<file path="config.mk">
export PLATFORM = sky130hd
export DESIGN_NAME = acs_nway_flat
export DESIGN_NICKNAME = d
export VERILOG_FILES = /design/src/rtl/acs_nway_pkg.sv /design/src/rtl/acs_nway_if.sv /design/src/rtl/acs_cmp2.sv /design/src/rtl/acs_nway.sv /design/src/flat_wrapper.sv
export SDC_FILE = /design/constraint.sdc
export NUM_CORES = 1
export LEC_CHECK = 0
export ABC_AREA = 0
export BUFFER_PORTS_ARGS = -buffer_cell sky130_fd_sc_hd__buf_2
export CAP_MARGIN = 30
export CORE_UTILIZATION = 45
export CTS_CLUSTER_DIAMETER = 80
export DETAILED_ROUTE_END_ITERATION = 10
export GPL_ROUTABILITY_DRIVEN = 0
export GPL_TIMING_DRIVEN = 0
export PLACE_DENSITY = 0.7
export SETUP_SLACK_MARGIN = 0.05
export SYNTH_ARGS = -nofsm -noshare
export SYNTH_HDL_FRONTEND = slang
export SYNTH_HIERARCHICAL = 1
export SYNTH_SLANG_ARGS = --single-unit
</file>
<file path="constraint.sdc">
create_clock -name clk -period 6.95 [get_ports clk]
set_clock_uncertainty 0.15 [all_clocks]
set_input_delay 0.3475 -clock clk [delete_from_list [all_inputs] [get_ports clk]]
set_output_delay 0.3475 -clock clk [all_outputs]
set_load 0.02 [all_outputs]
</file>
<file path="src/rtl/acs_nway_pkg.sv">
// Shared constants and helpers for the N-way add-compare-select unit.
package acs_nway_pkg;

  typedef enum logic {ST_COLLECT, ST_DONE} acs_st_e;

  localparam int     DECAY_SHIFT = 8;
  localparam longint DECAY_RND   = longint'(1) << (DECAY_SHIFT - 1);

  function automatic int sel_bits(input int n);
    return (n > 1) ? $clog2(n) : 1;
  endfunction

  function automatic longint norm_off(input int acs_bits);
    return longint'(1) << (acs_bits - 2);
  endfunction

endpackage

</file>
<file path="src/rtl/acs_nway_if.sv">
// Branch-metric input and winner output bundle for acs_nway.
interface acs_nway_if import acs_nway_pkg::*; #(
  parameter int NUM_BRANCH = 4,
  parameter int ACS_BITS   = 12,
  parameter int BM_BITS    = 8,
  parameter int SEL_BITS   = sel_bits(NUM_BRANCH)
) ();
  logic                           symEn;
  logic                           bmValid;
  logic [BM_BITS-1:0]             iBm;
  logic [BM_BITS-1:0]             qBm;
  logic [NUM_BRANCH*ACS_BITS-1:0] accMetIn;
  logic                           normalizeIn;
  logic [7:0]                     decayFactor;
  logic [ACS_BITS-1:0]            accMetOut;
  logic [SEL_BITS-1:0]            selOut;
  logic [BM_BITS-1:0]             iOut;
  logic [BM_BITS-1:0]             qOut;
  logic                           normalizeOut;
  logic                           outValid;
  logic                           missErr;

  modport master (
    output symEn, bmValid, iBm, qBm, accMetIn, normalizeIn, decayFactor,
    input  accMetOut, selOut, iOut, qOut, normalizeOut, outValid, missErr
  );

  modport slave (
    input  symEn, bmValid, iBm, qBm, accMetIn, normalizeIn, decayFactor,
    output accMetOut, selOut, iOut, qOut, normalizeOut, outValid, missErr
  );
endinterface

</file>
<file path="src/rtl/acs_cmp2.sv">
// One registered compare node; candidate packed as {metric, index, i, q}.
module acs_cmp2 #(
  parameter int ACS_BITS = 12,
  parameter int W        = 30
) (
  input  logic         clk,
  input  logic [W-1:0] a_i,
  input  logic [W-1:0] b_i,
  output logic [W-1:0] y_o
);
  logic signed [ACS_BITS-1:0] ma, mb;
  logic [W-1:0] y_q;

  assign ma  = a_i[W-1 -: ACS_BITS];
  assign mb  = b_i[W-1 -: ACS_BITS];
  assign y_o = y_q;

  // a always carries the lower indices, so >= makes ties go low
  always_ff @(posedge clk) y_q <= (ma >= mb) ? a_i : b_i;
endmodule

</file>
<file path="src/rtl/acs_nway.sv">
// N-way ACS: serial branch collection, modular add, registered compare tree,
// normalise and optional decay on the winner.
module acs_nway import acs_nway_pkg::*; #(
  parameter int NUM_BRANCH = 4,
  parameter int ACS_BITS   = 12,
  parameter int BM_BITS    = 8,
  parameter int SEL_BITS   = sel_bits(NUM_BRANCH),
  parameter int USE_DECAY  = 0
) (
  input logic       clk,
  input logic       reset,
  acs_nway_if.slave bus
);
  localparam int L      = $clog2(NUM_BRANCH);
  localparam int STAGES = L + 1;
  localparam int W      = ACS_BITS + SEL_BITS + 2*BM_BITS;
  localparam logic [SEL_BITS-1:0]        LAST = SEL_BITS'(NUM_BRANCH - 1);
  localparam logic signed [ACS_BITS-1:0] NORM = ACS_BITS'(norm_off(ACS_BITS));

  acs_st_e st_q, st_d;
  logic [SEL_BITS-1:0] idx_q, idx_d, wr_idx;
  logic wr_en, cap, miss_d, miss_q;

  logic [NUM_BRANCH-2:0][BM_BITS-1:0]  slot_i, slot_q;
  logic [NUM_BRANCH-1:0][BM_BITS-1:0]  snap_i, snap_q;
  logic [NUM_BRANCH-1:0][ACS_BITS-1:0] snap_acc;
  logic [NUM_BRANCH-1:0][W-1:0]        leaf_q;
  logic [NUM_BRANCH-2:0][W-1:0]        tree;
  logic [STAGES:0]                     vld_pipe;

  always_comb begin
    st_d   = st_q;
    idx_d  = idx_q;
    wr_en  = 1'b0;
    wr_idx = idx_q;
    cap    = 1'b0;
    miss_d = 1'b0;
    if (bus.symEn) begin
      miss_d = (st_q == ST_COLLECT) && (idx_q != '0);
      st_d   = ST_COLLECT;
      idx_d  = '0;
      wr_idx = '0;
      if (bus.bmValid) begin
        wr_en = 1'b1;
        idx_d = SEL_BITS'(1);
      end
    end else if (st_q == ST_COLLECT && bus.bmValid) begin
      wr_en = 1'b1;
      if (idx_q == LAST) begin
        cap  = 1'b1;
        st_d = ST_DONE;
      end else begin
        idx_d = idx_q + 1'b1;
      end
    end
  end

  always_ff @(posedge clk) begin
    if (reset) begin
      st_q     <= ST_COLLECT;
      idx_q    <= '0;
      miss_q   <= 1'b0;
      vld_pipe <= '0;
    end else begin
      st_q     <= st_d;
      idx_q    <= idx_d;
      miss_q   <= miss_d;
      vld_pipe <= {vld_pipe[STAGES-1:0], cap};
    end
  end

  // The last branch bypasses the slots and lands straight in the snapshot
  always_ff @(posedge clk) begin
    if (wr_en && !cap) begin
      slot_i[wr_idx] <= bus.iBm;
      slot_q[wr_idx] <= bus.qBm;
    end
    if (cap) begin
      snap_acc <= bus.accMetIn;
      for (int k = 0; k < NUM_BRANCH-1; k++) begin
        snap_i[k] <= slot_i[k];
        snap_q[k] <= slot_q[k];
      end
      snap_i[NUM_BRANCH-1] <= bus.iBm;
      snap_q[NUM_BRANCH-1] <= bus.qBm;
    end
    for (int k = 0; k < NUM_BRANCH; k++)
      leaf_q[k] <= {snap_acc[k] + ACS_BITS'($signed(snap_i[k])),
                    SEL_BITS'(k), snap_i[k], snap_q[k]};
  end

  // Heap layout: node j compares entries 2j and 2j+1 of {leaves, tree}
  for (genvar j = 0; j < NUM_BRANCH-1; j++) begin : g_node
    logic [W-1:0] a, b;
    if (2*j < NUM_BRANCH) begin : g_leaf
      assign a = leaf_q[2*j];
      assign b = leaf_q[2*j+1];
    end else begin : g_int
      assign a = tree[2*j-NUM_BRANCH];
      assign b = tree[2*j+1-NUM_BRANCH];
    end
    acs_cmp2 #(.ACS_BITS(ACS_BITS), .W(W)) u_cmp (
      .clk(clk), .a_i(a), .b_i(b), .y_o(tree[j])
    );
  end

  logic [W-1:0] root;
  logic signed [ACS_BITS-1:0] best, best_n;
  logic v1_q, nrm1_q;
  logic signed [ACS_BITS-1:0] met1_q;
  logic [SEL_BITS-1:0] sel1_q;
  logic [BM_BITS-1:0] i1_q, q1_q;

  assign root   = tree[NUM_BRANCH-2];
  assign best   = root[W-1 -: ACS_BITS];
  assign best_n = bus.normalizeIn ? best - NORM : best;

  always_ff @(posedge clk) begin
    if (reset) begin
      v1_q   <= 1'b0;
      met1_q <= '0;
      sel1_q <= '0;
      i1_q   <= '0;
      q1_q   <= '0;
      nrm1_q <= 1'b0;
    end else begin
      v1_q <= vld_pipe[STAGES];
      if (vld_pipe[STAGES]) begin
        met1_q <= best_n;
        sel1_q <= root[2*BM_BITS +: SEL_BITS];
        i1_q   <= root[BM_BITS +: BM_BITS];
        q1_q   <= root[0 +: BM_BITS];
        nrm1_q <= (best[ACS_BITS-1 -: 2] == 2'b01) && !bus.normalizeIn;
      end
    end
  end

  if (USE_DECAY != 0) begin : g_decay
    logic v2_q, nrm2_q;
    logic [ACS_BITS-1:0] met2_q;
    logic [SEL_BITS-1:0] sel2_q;
    logic [BM_BITS-1:0] i2_q, q2_q;

    always_ff @(posedge clk) begin
      if (reset) begin
        v2_q   <= 1'b0;
        met2_q <= '0;
        sel2_q <= '0;
        i2_q   <= '0;
        q2_q   <= '0;
        nrm2_q <= 1'b0;
      end else begin
        v2_q <= v1_q;
        if (v1_q) begin
          met2_q <= ACS_BITS'((longint'(met1_q) * longint'({1'b0, bus.decayFactor})
                               + DECAY_RND) >>> DECAY_SHIFT);
          sel2_q <= sel1_q;
          i2_q   <= i1_q;
          q2_q   <= q1_q;
          nrm2_q <= nrm1_q;
        end
      end
    end

    assign bus.accMetOut    = met2_q;
    assign bus.selOut       = sel2_q;
    assign bus.iOut         = i2_q;
    assign bus.qOut         = q2_q;
    assign bus.normalizeOut = nrm2_q;
    assign bus.outValid     = v2_q;
  end else begin : g_nodecay
    assign bus.accMetOut    = met1_q;
    assign bus.selOut       = sel1_q;
    assign bus.iOut         = i1_q;
    assign bus.qOut         = q1_q;
    assign bus.normalizeOut = nrm1_q;
    assign bus.outValid     = v1_q;
  end

  assign bus.missErr = miss_q;
endmodule

</file>
<file path="src/flat_wrapper.sv">
// flat-port wrapper written by rule: the top's interface ports become plain ports
module acs_nway_flat import acs_nway_pkg::*;
#(
  parameter int NUM_BRANCH = 4,
  parameter int ACS_BITS   = 12,
  parameter int BM_BITS    = 8,
  parameter int SEL_BITS   = sel_bits(NUM_BRANCH),
  parameter int USE_DECAY  = 0
)
  (clk, reset, bus_symEn, bus_bmValid, bus_iBm, bus_qBm, bus_accMetIn, bus_normalizeIn, bus_decayFactor, bus_accMetOut, bus_selOut, bus_iOut, bus_qOut, bus_normalizeOut, bus_outValid, bus_missErr);
  acs_nway_if #(.NUM_BRANCH(NUM_BRANCH), .ACS_BITS(ACS_BITS), .BM_BITS(BM_BITS), .SEL_BITS(SEL_BITS)) bus_i ();
  input logic clk;
  input logic reset;
  input wire logic [$bits(bus_i.symEn)-1:0] bus_symEn;
  input wire logic [$bits(bus_i.bmValid)-1:0] bus_bmValid;
  input wire logic [$bits(bus_i.iBm)-1:0] bus_iBm;
  input wire logic [$bits(bus_i.qBm)-1:0] bus_qBm;
  input wire logic [$bits(bus_i.accMetIn)-1:0] bus_accMetIn;
  input wire logic [$bits(bus_i.normalizeIn)-1:0] bus_normalizeIn;
  input wire logic [$bits(bus_i.decayFactor)-1:0] bus_decayFactor;
  output wire logic [$bits(bus_i.accMetOut)-1:0] bus_accMetOut;
  output wire logic [$bits(bus_i.selOut)-1:0] bus_selOut;
  output wire logic [$bits(bus_i.iOut)-1:0] bus_iOut;
  output wire logic [$bits(bus_i.qOut)-1:0] bus_qOut;
  output wire logic [$bits(bus_i.normalizeOut)-1:0] bus_normalizeOut;
  output wire logic [$bits(bus_i.outValid)-1:0] bus_outValid;
  output wire logic [$bits(bus_i.missErr)-1:0] bus_missErr;
  assign bus_i.symEn = bus_symEn;
  assign bus_i.bmValid = bus_bmValid;
  assign bus_i.iBm = bus_iBm;
  assign bus_i.qBm = bus_qBm;
  assign bus_i.accMetIn = bus_accMetIn;
  assign bus_i.normalizeIn = bus_normalizeIn;
  assign bus_i.decayFactor = bus_decayFactor;
  assign bus_accMetOut = bus_i.accMetOut;
  assign bus_selOut = bus_i.selOut;
  assign bus_iOut = bus_i.iOut;
  assign bus_qOut = bus_i.qOut;
  assign bus_normalizeOut = bus_i.normalizeOut;
  assign bus_outValid = bus_i.outValid;
  assign bus_missErr = bus_i.missErr;
  acs_nway #(.NUM_BRANCH(NUM_BRANCH), .ACS_BITS(ACS_BITS), .BM_BITS(BM_BITS), .SEL_BITS(SEL_BITS), .USE_DECAY(USE_DECAY)) u_core (.clk(clk), .reset(reset), .bus(bus_i));
endmodule
</file>
### After elaboration in Yosys (flattened, before gate mapping)

Index checks and enable logic that the tools add are counted.

| cells by class | value |
|---|---|
| $add $sub $neg | 6 |
| order comparisons | 5 |
| equal/unequal tests | 3 |
| mux-type cells | 19 |
| bitwise operators | 2 |
| reductions and logical operators | 13 |

Operator list:

| kind | count |
|---|---|
| $mux 30 | 3 |
| $add 12x12->12 | 4 |
| $bwmux 24 | 2 |
| $ge 12x12->1 | 3 |
| $demux 8 s2 | 1 |
| $mux 12 | 1 |
| $sub 12x12->12 const B | 1 |
| $mux 2 | 4 |
| $mux 8 | 1 |
| $mux 1 | 7 |
| $logic_and 1x1->1 | 5 |
| $reduce_and 2->1 | 2 |
| $reduce_bool 2->1 | 2 |
| $reduce_or 2->1 | 2 |
| $lt 2x3->1 const B | 1 |
| $add 2x1->2 const B | 1 |
| $eq 2x1->1 const B | 1 |
| $eq 2x2->1 const B | 1 |
| $ge 2x1->1 const B | 1 |
| $logic_not 1->1 | 2 |
| $ne 2x2->1 const B | 1 |
| $not 1->1 | 2 |

| word-level totals | value |
|---|---|
| register bits | 402 |
| bits of input ports | 77 |
| output and inout port bits | 33 |

### Longest topological paths before layout

Gate-level depths: netlist of run 1.

| logic depth | value |
|---|---|
| depth in word-level cells | 6 |
| depth in mapped cells | 11 |

### Cells and area by module

The synthesis of run 1 kept the hierarchy.

By module, submodules not included:

| module | instances | cells each | area each (sq um) |
|---|---|---|---|
| acs_nway | 1 | 654 | 10540.1 |
| acs_cmp2 | 3 | 277 | 2493.6 |

### Worst setup path after synthesis of run 1

Ideal clock, no wire load.

| timing path | value |
|---|---|
| path kind | register -> register |
| from | register u_core.idx_q[0] |
| to | register u_core/snap_acc[0] (netlist name) (enable) |
| library setup time | 0.584 ns |
| arrival time | 5.378 ns |
| data required time | 6.216 ns |
| slack | 0.838 ns |
| stages on the path, launching flop included | 4 |
| clock period less this slack | 6.112 ns |
| cells stage by stage | dfxtp_1 > ha_1 > nand3b_1 > nor2_1 |

| between the ends | value |
|---|---|
| cells in the longest elaborated chain, start to end | 4 |

Ends and longest elaborated chain:

| item | line | source |
|---|---|---|
| from (decl) | acs_nway.sv:21 | `logic [SEL_BITS-1:0] idx_q, idx_d, wr_idx;` |
| from (signal assigned) | acs_nway.sv:66 | `idx_q <= idx_d;` |
| $eq 2x2->1 | acs_nway.sv:49 | `if (idx_q == LAST) begin` |
| $mux 1 | acs_nway.sv:49 |  |
| $mux 1 | acs_nway.sv:47 | `end else if (st_q == ST_COLLECT && bus.bmValid) begin` |
| $mux 1 | acs_nway.sv:38 | `if (bus.symEn) begin` |
| via u_core.cap | acs_nway.sv:22 | `logic wr_en, cap, miss_d, miss_q;` |
| to (signal assigned) | acs_nway.sv:79 | `snap_acc <= bus.accMetIn;` |
| to (decl) | acs_nway.sv:26 | `logic [NUM_BRANCH-1:0][ACS_BITS-1:0] snap_acc;` |

The timed path passes the listed nets, and every way through them passes these cells.
A chain may end at the register's enable or synchronous reset.

### Worst setup path after layout of run 1

| timing path | value |
|---|---|
| from | register u_core.leaf_q, in the netlist u_core/g_node[1].b[25] |
| to | register u_core.g_node[1].u_cmp.y_q[8] |

| between the ends | value |
|---|---|
| cells in the longest elaborated chain, start to end | 2 |

Ends and longest elaborated chain:

| item | line | source |
|---|---|---|
| from (decl) | acs_nway.sv:27 | `logic [NUM_BRANCH-1:0][W-1:0] leaf_q;` |
| from (signal, indexed assignment) | acs_nway.sv:88 | `leaf_q[k] <= {snap_acc[k] + ACS_BITS'($signed(snap_i[k])),` |
| $ge 12x12->1 | acs_cmp2.sv:19 | `always_ff @(posedge clk) y_q <= (ma >= mb) ? a_i : b_i;` |
| $mux 30 | acs_cmp2.sv:19 |  |
| to (signal assigned) | acs_cmp2.sv:19 |  |
| to (decl) | acs_cmp2.sv:12 | `logic [W-1:0] y_q;` |

Every way passes these cells.

==> out/results.txt, run 1 <==
The post-synthesis sequential area ratio was 53.5%; the buffer and inverter count on the worst path was 2. Row generation in the floorplan step produced 72 rows. The tools report the sort of element at the start of the critical path as a flop.

The post-detailed-route count of antenna-violating nets was 0. After detailed routing, the average wire length per cell comes to 19.3 µm. The detailed router used layers up to and including met4. STA classifies the critical path endpoint as a flop. Across every metal layer, demand over resource in global routing totals 21.2%. The die span in y works out to 202 µm. The clock network accounts for 45.3% of the total power.

For this design, the sink count on the clock tree is 402. The most used flip-flop cell after synthesis is dfxtp_1. After detailed routing, the met2 layer carries 20,100 µm of wire.

The synthesized design contains 160 enable-type register cells. The switching share of power is 21.1%, and the DRC violation count after routing is 0. The core area was 0.0391 mm²; the pin count of the biggest net entering global routing was 33. The most critical setup path has its startpoint at u_core/g_node[1].b[25]. The required time at the endpoint of the critical path was 7.20 ns; the area growth from synthesis to final layout was 19.3%. Setup violations remaining at the end of the flow were counted as 0. The die is 202 µm wide. For the CTS buffer count, the log shows 42.

The first global-routing pass estimated 68,200 µm of wire. The final critical-path share of the clock period works out to 44.8%. For the switching component of the power, the log shows 1.04 mW.

The count of max-cap constraint violations came out at 0. The floorplan step defined a die boundary enclosing 0.0409 mm². The run finished with clean final reports. The clock transition at the registers of the reported paths is 0.06 ns. The run gives 1,885 as the count of nets after finishing. The run gives 2 as the maximum level of the CTS H-tree. The beginning of the worst register-to-register path is u_core/g_node[1].b[25].

In this run the power density over the cells is 230 mW/mm². The sequential power share is 50.6%, and the number of design-rule violations left by the first detailed-router iteration is 1,026. The worst hold slack across all endpoints was 0.0290 ns. For the maximum ir drop on the vdd rail, the log shows 0.000161 V.

The arrival time of the worst setup path was 3.36 ns. The detailed-route wire length on metal 1 came out at 19,800 µm. The number of standard cells in the layout, taps in and fillers out was 2,272; the average instance area after synthesis was 12.1 µm². The number of global-route vias before repair was 12,391; the count of unique library cells instantiated by Yosys was 55. The number of antenna cells inserted is 0. Start point of the worst min-delay path: reset. In this run the count of I/O pins placed on the die edge is 110. Per report_power, the combinational group accounts for 4.1% of the total. Once the floorplan was initialized, standard cells occupied 46.1% of the core. The count of buffers inserted at the top-level ports was 99; the number of buffers on the longest clock path was 3.

In this run the clock root is driven by a clkbuf_16. TritonCTS built the clock tree. The leakage power total came out at 7.96 nW. The worst min-delay path category is in2reg.

The initial antenna violation count came out at 0. The signal on the critical path passes through inv_1 -> ha_1 -> a41o_1 -> a21oi_1 -> a21bo_2 -> clkbuf_1 -> o32ai_1 -> nor4_2. For this run, the slowest stage of the critical path takes 0.50 ns. After technology mapping, the gate count stands at 1,485. Wires add up to 43,900 µm.

Detailed placement finished with a half-perimeter wire length of 32,300 µm. Cell area after technology mapping: 0.0180 mm². The worst setup path is of the reg2reg kind. After clock tree synthesis, the flow added hold-fix buffers numbering 66.

Subtracting the final worst setup slack from the clock period gives 3.11 ns. After synthesis, the share of flip-flops with an asynchronous set or reset is 0%. The number of iterations in the first detailed-routing pass is 5. Total power for the finished layout comes to 4.94 mW. Among all stages on the critical path, the largest delay is contributed by clkbuf_1. The number of setup buffers added after CTS is 0. The number of instances resized during post-cts repair was 0; the cell-internal power was 3.90 mW. The number of synthesized register bits works out to 402. For the worst-skew pair, the clock arrives at the later sink with an insertion delay of 0.55 ns. The family with the most delay on the worst path is compound AO/OA/AOI/OAI gates. The share of cells above drive strength 1 is 21.2%.

Setup repair after global routing left no endpoint under its margin. Once placement completed, the tool counted placed cells totaling 2,129. At the pin with the least slew margin, the transition time is 0.827 ns.

The layout has 3,257 filler cells. The max-slew violation count was 0; the worst slew margin relative to its limit was 44.4%. The routed design uses 2520 µm of met3 wire.

The remaining global-route overflow was 0. The total vias in the final route is 12,804, and the vias per cell is 5.64. Yosys printed 6 warnings. The worst-path maximum fanout was 10; the upper clock frequency limit was 321 MHz.

For the number of hold violations in the final report, the log shows 0.
-- power by group through the flow --
stage | clock network [mW] | logic (mW) | registers, mW
2_1_floorplan | 0 | 0.104 | 2.54
3_3_place_gp | 0 | 0.161 | 2.55
3_5_place_dp | 0 | 0.170 | 2.55
4_1_cts | 2.28 | 0.200 | 2.50
5_1_grt | 2.38 | 0.218 | 2.50
6_report | 2.24 | 0.202 | 2.50
-- routing by layer --
layer	GRT usage, %	vias to the layer above
li1	-	6097
met1	29.0	6184
met2	34.1	452
met3	2.82	71
met4	8.06	0
met5	0	-
-- worst paths after layout --
path | to | slack [ns] | depth (start not counted)
worst min-delay path | u_core/bus.accMetOut[1] | 0.03 | 2
worst min register to register | u_core/g_node[1].a[6] | 0.19 | 0
worst max register to register | u_core/g_node[1].u_cmp/y_o[8] | 3.84 | 8
worst max-delay path | u_core/g_node[1].u_cmp/y_o[8] | 3.84 | 8
-- cells in the final DEF (no fill, tap or decap), types with 5 or more instances in the layout --
cell type	netlist	final
a2bb2oi_1	18	18
clkbuf_16	0	44
a211oi_1	21	21
xnor2_1	33	33
buf_2	26	125
clkbuf_1	54	61
nand2_1	22	22
nand3_1	13	13
nand4_1	29	29
nor4b_2	57	57
a2111oi_0	19	19
dlygate4sd3_1	0	66
nor2_1	79	78
inv_1	55	55
clkinvlp_4	0	9
ha_1	83	83
nor2b_1	22	22
o21ai_0	26	26
o21a_1	5	5
xor2_1	16	16
buf_6	18	19
nor3b_1	55	55
dfxtp_1	242	242
nor3_1	68	68
a21oi_1	65	65
edfxtp_1	160	160
mux2i_1	29	29
a21o_1	18	18
clkbuf_8	0	7
nor4_2	57	59
o32ai_1	57	57
conb_1	2	20
o31ai_1	15	15
buf_4	3	6
and2_1	23	23
and3_1	28	28
-- cell families (layout without fill, tap and decap cells) --
logic type                 Yosys count  count (layout)  share of synthesized area, %
adders and majority gates           87              87                          6.21
muxes                               29              29                          1.61
xor gates and xnor gates            49              49                          2.38
buffers and inverters              158             409                          4.28
DFF                                402             402                          53.5
and+or+nand+nor                    481             481                          20.2
other                                2              20                        0.0417
AOI/OAI and AO/OA                  277             277                          11.7
-- Yosys cell counts (all sizes together), types with 16 or more instances --
cell type	instances	area share (%)
a2111oi	23	1.5
a211oi	21	0.87
a21o	18	0.75
a21oi	69	2.0
a2bb2oi	18	0.87
and2	26	0.94
and3	32	1.2
buf	49	2.0
clkbuf	54	1.1
dfxtp	242	27
edfxtp	160	27
ha	83	5.8
inv	55	1.1
mux2i	29	1.6
nand2	22	0.46
nand4	29	1.0
nor2	79	1.6
nor2b	22	0.76
nor3	68	1.9
nor3b	55	2.3
nor4	60	4.1
nor4b	58	4.8
o21ai	29	0.81
o32ai	57	2.8
xnor2	33	1.6
xor2	16	0.78
-- area by class of cell --
cell class,count,area [µm²],area share [%]
plain buffers,103,566,2.63
clock buffers,58,1220,5.69
clock inverters,19,201,0.937
inverters,55,206,0.960
multi-input cells,943,7690,35.8
flip-flops and latches,402,9650,44.9
well taps,518,648,3.02
repair buffers,174,1310,6.11
-- through the flow --
step / worst slack, ns / TNS [ns] / cell area (µm²) / util [%]
detailed placement: 3.99 / 0 / 19400 / 49.6
floorplan: 0.838 / 0 / 18100 / -
global route: 3.71 / 0 / 21500 / 55.0
global placement: -1.29 / -143.26 / 19200 / 49.2
finish: 3.84 / 0 / 21500 / 55.0
CTS: 3.93 / 0 / 21500 / 55.0
-- worst register-to-register path, stage by stage (launching register included) --
cell	delay [ns]
dfxtp_1	0.37
inv_1	0.08
ha_1	0.31
a41o_1	0.21
a21oi_1	0.49
a21bo_2	0.27
clkbuf_1	0.50
o32ai_1	0.24
nor4_2	0.35
-- flip-flops by register name, summed over array words and instances, names as in the netlist, 8 cells and up --
register,flops
u_core/bus.accMetOut,12
u_core/bus.iOut,8
u_core/bus.qOut,8
u_core/g_node.a,56
u_core/g_node.b,56
u_core/g_node.u_cmp/y_o,90
u_core/slot_i,24
u_core/slot_q,24
u_core/snap_acc,48
u_core/snap_i,32
u_core/snap_q,32
Note: power is estimated with default switching activity, not from simulation.
==> inputs of run 2 (changes only) <==
- clock period: 6.95 -> 3 ns (I/O delays scaled with it)
==> run 2 against run 1 <==
  * Routed wire length down 0.69%
  * Critical endpoint is now u_core/g_node[1].u_cmp/y_o[10]
  * Largest cell class unchanged
  * Largest power group unchanged
  * Total power increased by 130%
  * Clock power up 120%
  * Fmax grew 8.3%
  * Utilization barely moved
  * Final cell count is essentially flat
  * Register-to-register slack got worse by 3.7 ns
  * Die area unchanged
  * Sequential share of layout area about the same
  * Sequential power increased by 130%
  * Global-route usage is 0.18 points higher
==> out/results.txt, run 2 (synthesis results as in run 1) <==
Net switching is 20.8% of the power. The flow ran to the end, and the final reports show no timing, DRC or antenna violations. Setup violations remaining at the end of the flow were counted as 0.

The run gives 2 as the maximum level of the CTS H-tree. Of the total power, the clock network draws 44.1%. Finished layout cell area: 0.0215 mm². Post-CTS timing repair inserted 0 buffers for setup.

The design draws 11.2 mW. The tools report the count of nets after finishing as 1,890. The path class of the tightest hold or removal check is in2reg. The logs give 12,605 for the number of global-route vias before repair and 938 for the number of design-rule violations left by the first detailed-router iteration. The register with the most flip-flops in the layout has 90 of them.

The library cells used most frequently in the layout, excluding fill and tap cells, are 240 x dfxtp_1, 160 x edfxtp_1, 125 x buf_2. The time the worst path needs with I/O delays and setup was 2.87 ns. Clock tree synthesis selected as its root buffer the cell clkbuf_16. The beginning of the worst register-to-register path is u_core/g_node[1].b[25]. The analysis attributes to cell leakage a power of 7.99 nW. The startpoint identified for the worst hold timing path is bus_accMetIn[33]. The internal power of the cells totals 8.88 mW. The smallest setup slack after layout was 0.128 ns; the pin count of the biggest net entering global routing was 30. For this run, the top clock speed supported by timing is 348 MHz. The first global-routing pass estimated 68,900 µm of wire.

The cell area reported after detailed placement was 0.0194 mm²; the initial core utilization was 46.1%. The number of antenna cells inserted was 0. In this run the standard cell core region covers 0.0391 mm².

The detailed-route wire length per cell was 19.2 µm; the worst slew margin relative to its limit was 36.1%. TritonCTS built the clock tree. VDD sags by at most 0.000411 V. The count of max-cap constraint violations came out at 0. Kind of end point of the critical path: a flop. The share of cells above drive strength 1 was 21.4%; the area growth from synthesis to final layout was 19.3%. At the worst endpoint, the required time is 3.24 ns. For the pin with the worst max-slew slack, the measured transition is 0.951 ns. In this run the count of I/O pins placed on the die edge is 110. Sequential cells burn 51.7% of the power.

The max-slew violation count was 0. The power per cell area came out at 522 mW/mm². STA classifies the critical path startpoint as a flop.

Combinational logic burns 4.2% of the power. After global routing the overflow that remains totals 0. The width of the die came out at 202 µm.

TritonCTS sink count: 402. The critical path starts at u_core/g_node[1].b[25]. The number of iterations in the first detailed-routing pass is 6. Setup repair after global routing left no endpoint under its margin. The post-placement worst setup slack is -0.0169 ns, and the worst-path maximum fanout is 10. For this run, the total global-route usage over all layers was measured as 21.4%. The clock passes through at most 3 buffers. Across all layers, the routed design uses 12,749 vias.

The CTS buffer count came out at 41. The library cell used most frequently in the layout, excluding fill and tap cells, is dfxtp_1. For the initial antenna violation count, the log shows 0. The worst setup path is of the reg2reg kind. After clock tree synthesis, the clock-pin slew on the worst setup and hold paths is 0.06 ns. The post-DP HPWL came out at 32,000 µm. Data on the critical path arrives at its endpoint at 3.11 ns.

In the finished design, the share of the clock period the worst path needs comes to 95.7%. The die covers 0.0409 mm². After floorplanning, the core was divided into 72 placement rows. The routed design has 43,600 µm of wire. In this run the tool buffered the top-level ports with 99 buffer cells. The die span in y was 202 µm; the DRC violation count after routing was 0.

Dividing the detail-routed via count by the number of cells gives 5.61. The clock reaches the later pin of the worst-skew pair after 0.55 ns. The logs give 0 for the post-detailed-route count of antenna-violating nets and 2.33 mW for the switching component of the power. For the total negative slack, the log shows 0 ns. The number of hold violations in the final report was 0.
[run 2: through the flow]
step,hold WS [ns],cells,utilization [%]
floorplan,0.0989,1503,-
global placement,0.175,2120,49.2
detailed placement,0.177,2130,49.7
CTS,0.130,2274,54.9
global route,0.146,2274,55.0
finish,0.157,2274,55.0
[run 2: power by group through the flow]
stage               Sequential (mW)  Clock (mW)  Combinational [mW]
finish                         5.80        4.95               0.476
global route                   5.80        5.27               0.516
CTS                            5.80        5.04               0.468
detailed placement             5.91           0               0.394
global placement               5.91           0               0.373
floorplan                      5.90           0               0.242
[run 2: repair_timing]
| item | in CTS | in global routing |
|---|---|---|
| endpoints found under the hold margin | 152 | 0 |
| resized for setup | 2 | 12 |
| hold buffers | 71 | 0 |
| setup endpoints to repair | 2 | 29 |
[run 2: path summary, 6_finish.rpt]
kind | depth (start not counted) | slack (ns) | endpoint
worst max register to register | 8 | 0.13 | u_core/g_node[1].u_cmp/y_o[10]
worst min register to register | 0 | 0.19 | u_core/g_node[0].a[3]
worst min-delay path | 2 | 0.16 | u_core/snap_acc[33]
worst max-delay path | 8 | 0.13 | u_core/g_node[1].u_cmp/y_o[10]
[run 2: cell type report]
type / instances / area [µm²]
Fill cell: 3222 / 17600
Sequential cell: 402 / 9650
Multi-Input combinational cell: 943 / 7730
Timing Repair Buffer: 180 / 1370
Clock buffer: 51 / 1110
Tap cell: 518 / 648
Buffer: 103 / 571
Inverter: 55 / 206
Clock inverter: 22 / 201
[run 2: worst max-delay path, cell delays in order (launching register included)]
cell and delay [ns]:
dfxtp_1 0.36, inv_1 0.07, ha_1 0.32, a41o_1 0.23
a21oi_2 0.35, a21bo_2 0.24, clkbuf_1 0.43, o32ai_1 0.20
nor4_2 0.36
[run 2: per-layer routing]
layer / up-vias / wire length (µm) / GRT usage, %
li1: 6099 / - / -
met1: 6106 / 19800 / 29.2
met2: 450 / 19700 / 33.9
met3: 94 / 2440 / 3.22
met4: 0 / 1650 / 8.92
met5: - / 0 / 0
==> inputs of run 3 (changes only) <==
- CTS_BUF_LIST: unset -> sky130_fd_sc_hd__clkbuf_8
==> run 3 against run 2 <==
  * Via count rose by 1.7%
  * Critical path type unchanged
  * Largest cell class unchanged
  * Cell area rose by 0.15%
  * First-iteration DRC count fell by 2.3%
  * Routed wire length rose by 0.57%
  * Highest routed layer unchanged
==> out/results.txt, run 3 (synthesis results as in run 1) <==
The flow ran to the end, and the final reports show no timing, DRC or antenna violations. The setup path with the least slack is of type reg2reg. Setup violations remaining at the end of the flow were counted as 0. The worst hold path belongs to the class in2reg. The smallest clock period supported by the final layout is computed as 2.84 ns. The TritonCTS sink count is 402, and the total vias in the final route is 12,964. The final wirelength was 43,800 µm; the final total power was 11.0 mW. For this design the top-level I/O count stands at 110. The number of buffers and inverters on the critical path is 2. The post-DP HPWL is 32,000 µm, and the area enclosed by the die boundary is 0.0409 mm². The finished layout cell area came out at 0.0215 mm². In the layout the commonest cells are 240 x dfxtp_1, 160 x edfxtp_1, 125 x buf_2. The run gives 3 as the number of buffers on the longest clock path. Final critical-path share of the clock period: 94.6%. The number of standard cells in the layout, taps in and fillers out was 2,321. Derived from the worst setup path, the maximum achievable clock frequency is 352 MHz. The repair_antennas step left the layout with diodes totalling 0. The tools report the pin count of the biggest net entering global routing as 30. Max-slew violation count: 0. The run gives 1,915 as the count of nets after finishing. STA puts the critical path data arrival time at 3.11 ns.

The logs give 0.60 ns for the clock latency on the worst-skew pair and 0 for the count of max-cap constraint violations. The register with the most flip-flops in the layout has 90 of them. The vias per cell is 5.59.

The detailed-route wire length per cell came out at 18.9 µm. The pre-antenna-repair detailed-routing pass consisted of 6 iterations. The area growth from synthesis to layout is 19.5%. The first global-routing pass estimated 68,900 µm of wire.

Measured on the finished design, the core utilization comes to 55.1%. Die span in y: 202 µm. In this run the tool buffered the top-level ports with 99 buffer cells. The tree is rooted in a clkbuf_8. For this run, the slowest stage of the critical path takes 0.47 ns. Traced cell by cell, the critical path runs through inv_1 -> ha_1 -> and3_1 -> nand3_1 -> a21boi_4 -> buf_4 -> nor4b_2 -> nor4_2. Slowest library cell on the worst path: nor4_2. For the final routed database, the setup TNS stands at 0 ns. The worst setup path is launched from a flop. Dividing total power by cell area gives a power density of 512 mW/mm². Hold is met by 0.114 ns. The share of cells above drive strength 1 is 22.7%, and the worst-path maximum fanout is 10.

In the global route stage, overall resource usage came out at 21.4%. Setup repair after global routing left no endpoint under its margin. Remaining global-route overflow: 0.

Row count: 72. The logs give 0 for the number of hold violations in the final report and 46.1% for the initial core utilization. In this run the cell area measured after placement is 0.0194 mm². The maximum level of the CTS H-tree was 3.

The leading cell type in the layout, fill and taps excluded was dfxtp_1. The logs give 0.000303 V for the maximum ir drop on the vdd rail and -0.0169 ns for the post-placement worst setup slack. For the post-detailed-route count of antenna-violating nets, the log shows 0. The number of global-route vias before repair was 12,727. TritonCTS built the clock tree. In the routed design, unresolved DRC markers number 0. The buffers inserted during post-CTS setup optimization came out at 0. After clock tree synthesis, the clock-pin slew on the worst setup and hold paths is 0.06 ns. Once placement completed, the tool counted placed cells totaling 2,130. The run gives 0 as the initial antenna violation count. The run gives 39.7% as the worst slew margin relative to its limit. TritonCTS created 66 clock buffers. Family with the most delay on the worst path: simple AND/OR/NAND/NOR gates.

The kind of end point of the critical path was a flop. In this run, the number of DRC markers left after iteration 0 of detailed routing was 916. Data on the critical path is required at its endpoint by 3.27 ns.

The leakage power total is 8.09 nW. The floorplan step set the die width to 202 µm. Across all setup checks in the final design, the least slack found is 0.162 ns.

The actual transition at the worst max-transition pin was 0.897 ns. In this run the standard cell core region covers 0.0391 mm².
-- run 3: area by class of cell --
cell class,count,area [µm²]
Timing Repair Buffer,180,1370
Sequential cell,402,9650
Tap cell,518,648
Clock buffer,77,1060
Multi-Input combinational cell,943,7730
Buffer,103,573
Clock inverter,43,294
Inverter,55,206
Fill cell,3234,17600
-- run 3: where the power goes --
| group | leakage [nW] | switching [mW] | internal (mW) | total, mW |
|---|---|---|---|---|
| Clock | 0.748 | 2.13 | 2.63 | 4.76 |
| Sequential | 3.48 | 0.0441 | 5.75 | 5.80 |
| Combinational | 3.87 | 0.248 | 0.227 | 0.475 |
-- run 3: path summary, 6_finish.rpt --
check / from / end / slack, ns / cells after the start
max: u_core/g_node[1].b[21] / u_core/g_node[1].u_cmp/y_o[13] / 0.16 / 8
min: bus_accMetIn[8] / u_core/snap_acc[8] / 0.11 / 2
max reg2reg: u_core/g_node[1].b[21] / u_core/g_node[1].u_cmp/y_o[13] / 0.16 / 8
min reg2reg: u_core/snap_q[10] / u_core/g_node[0].b[2] / 0.19 / 0
-- run 3: worst register-to-register path, cell delays in order (launching register included) --
cell	delay, ns
dfxtp_1	0.41
inv_1	0.09
ha_1	0.33
and3_1	0.17
nand3_1	0.28
a21boi_4	0.39
buf_4	0.29
nor4b_2	0.08
nor4_2	0.47
-- run 3: layer usage --
layer | global-route usage, % | wire (µm) | part of all wire (%) | vias up
met5 | 0 | 0 | 0 | -
met1 | 28.9 | 19400 | 44 | 6214
met4 | 9.77 | 1690 | 3.9 | 0
met2 | 33.5 | 19800 | 45 | 486
li1 | - | - | - | 6170
met3 | 3.87 | 2900 | 6.6 | 94
-- run 3: repair_timing --
action | CTS | global route
hold endpoints to repair | 152 | 0
gates cloned | 0 | 0
endpoints found under the setup margin | 3 | 33
gates resized for setup | 2 | 15
hold buffers | 71 | 0
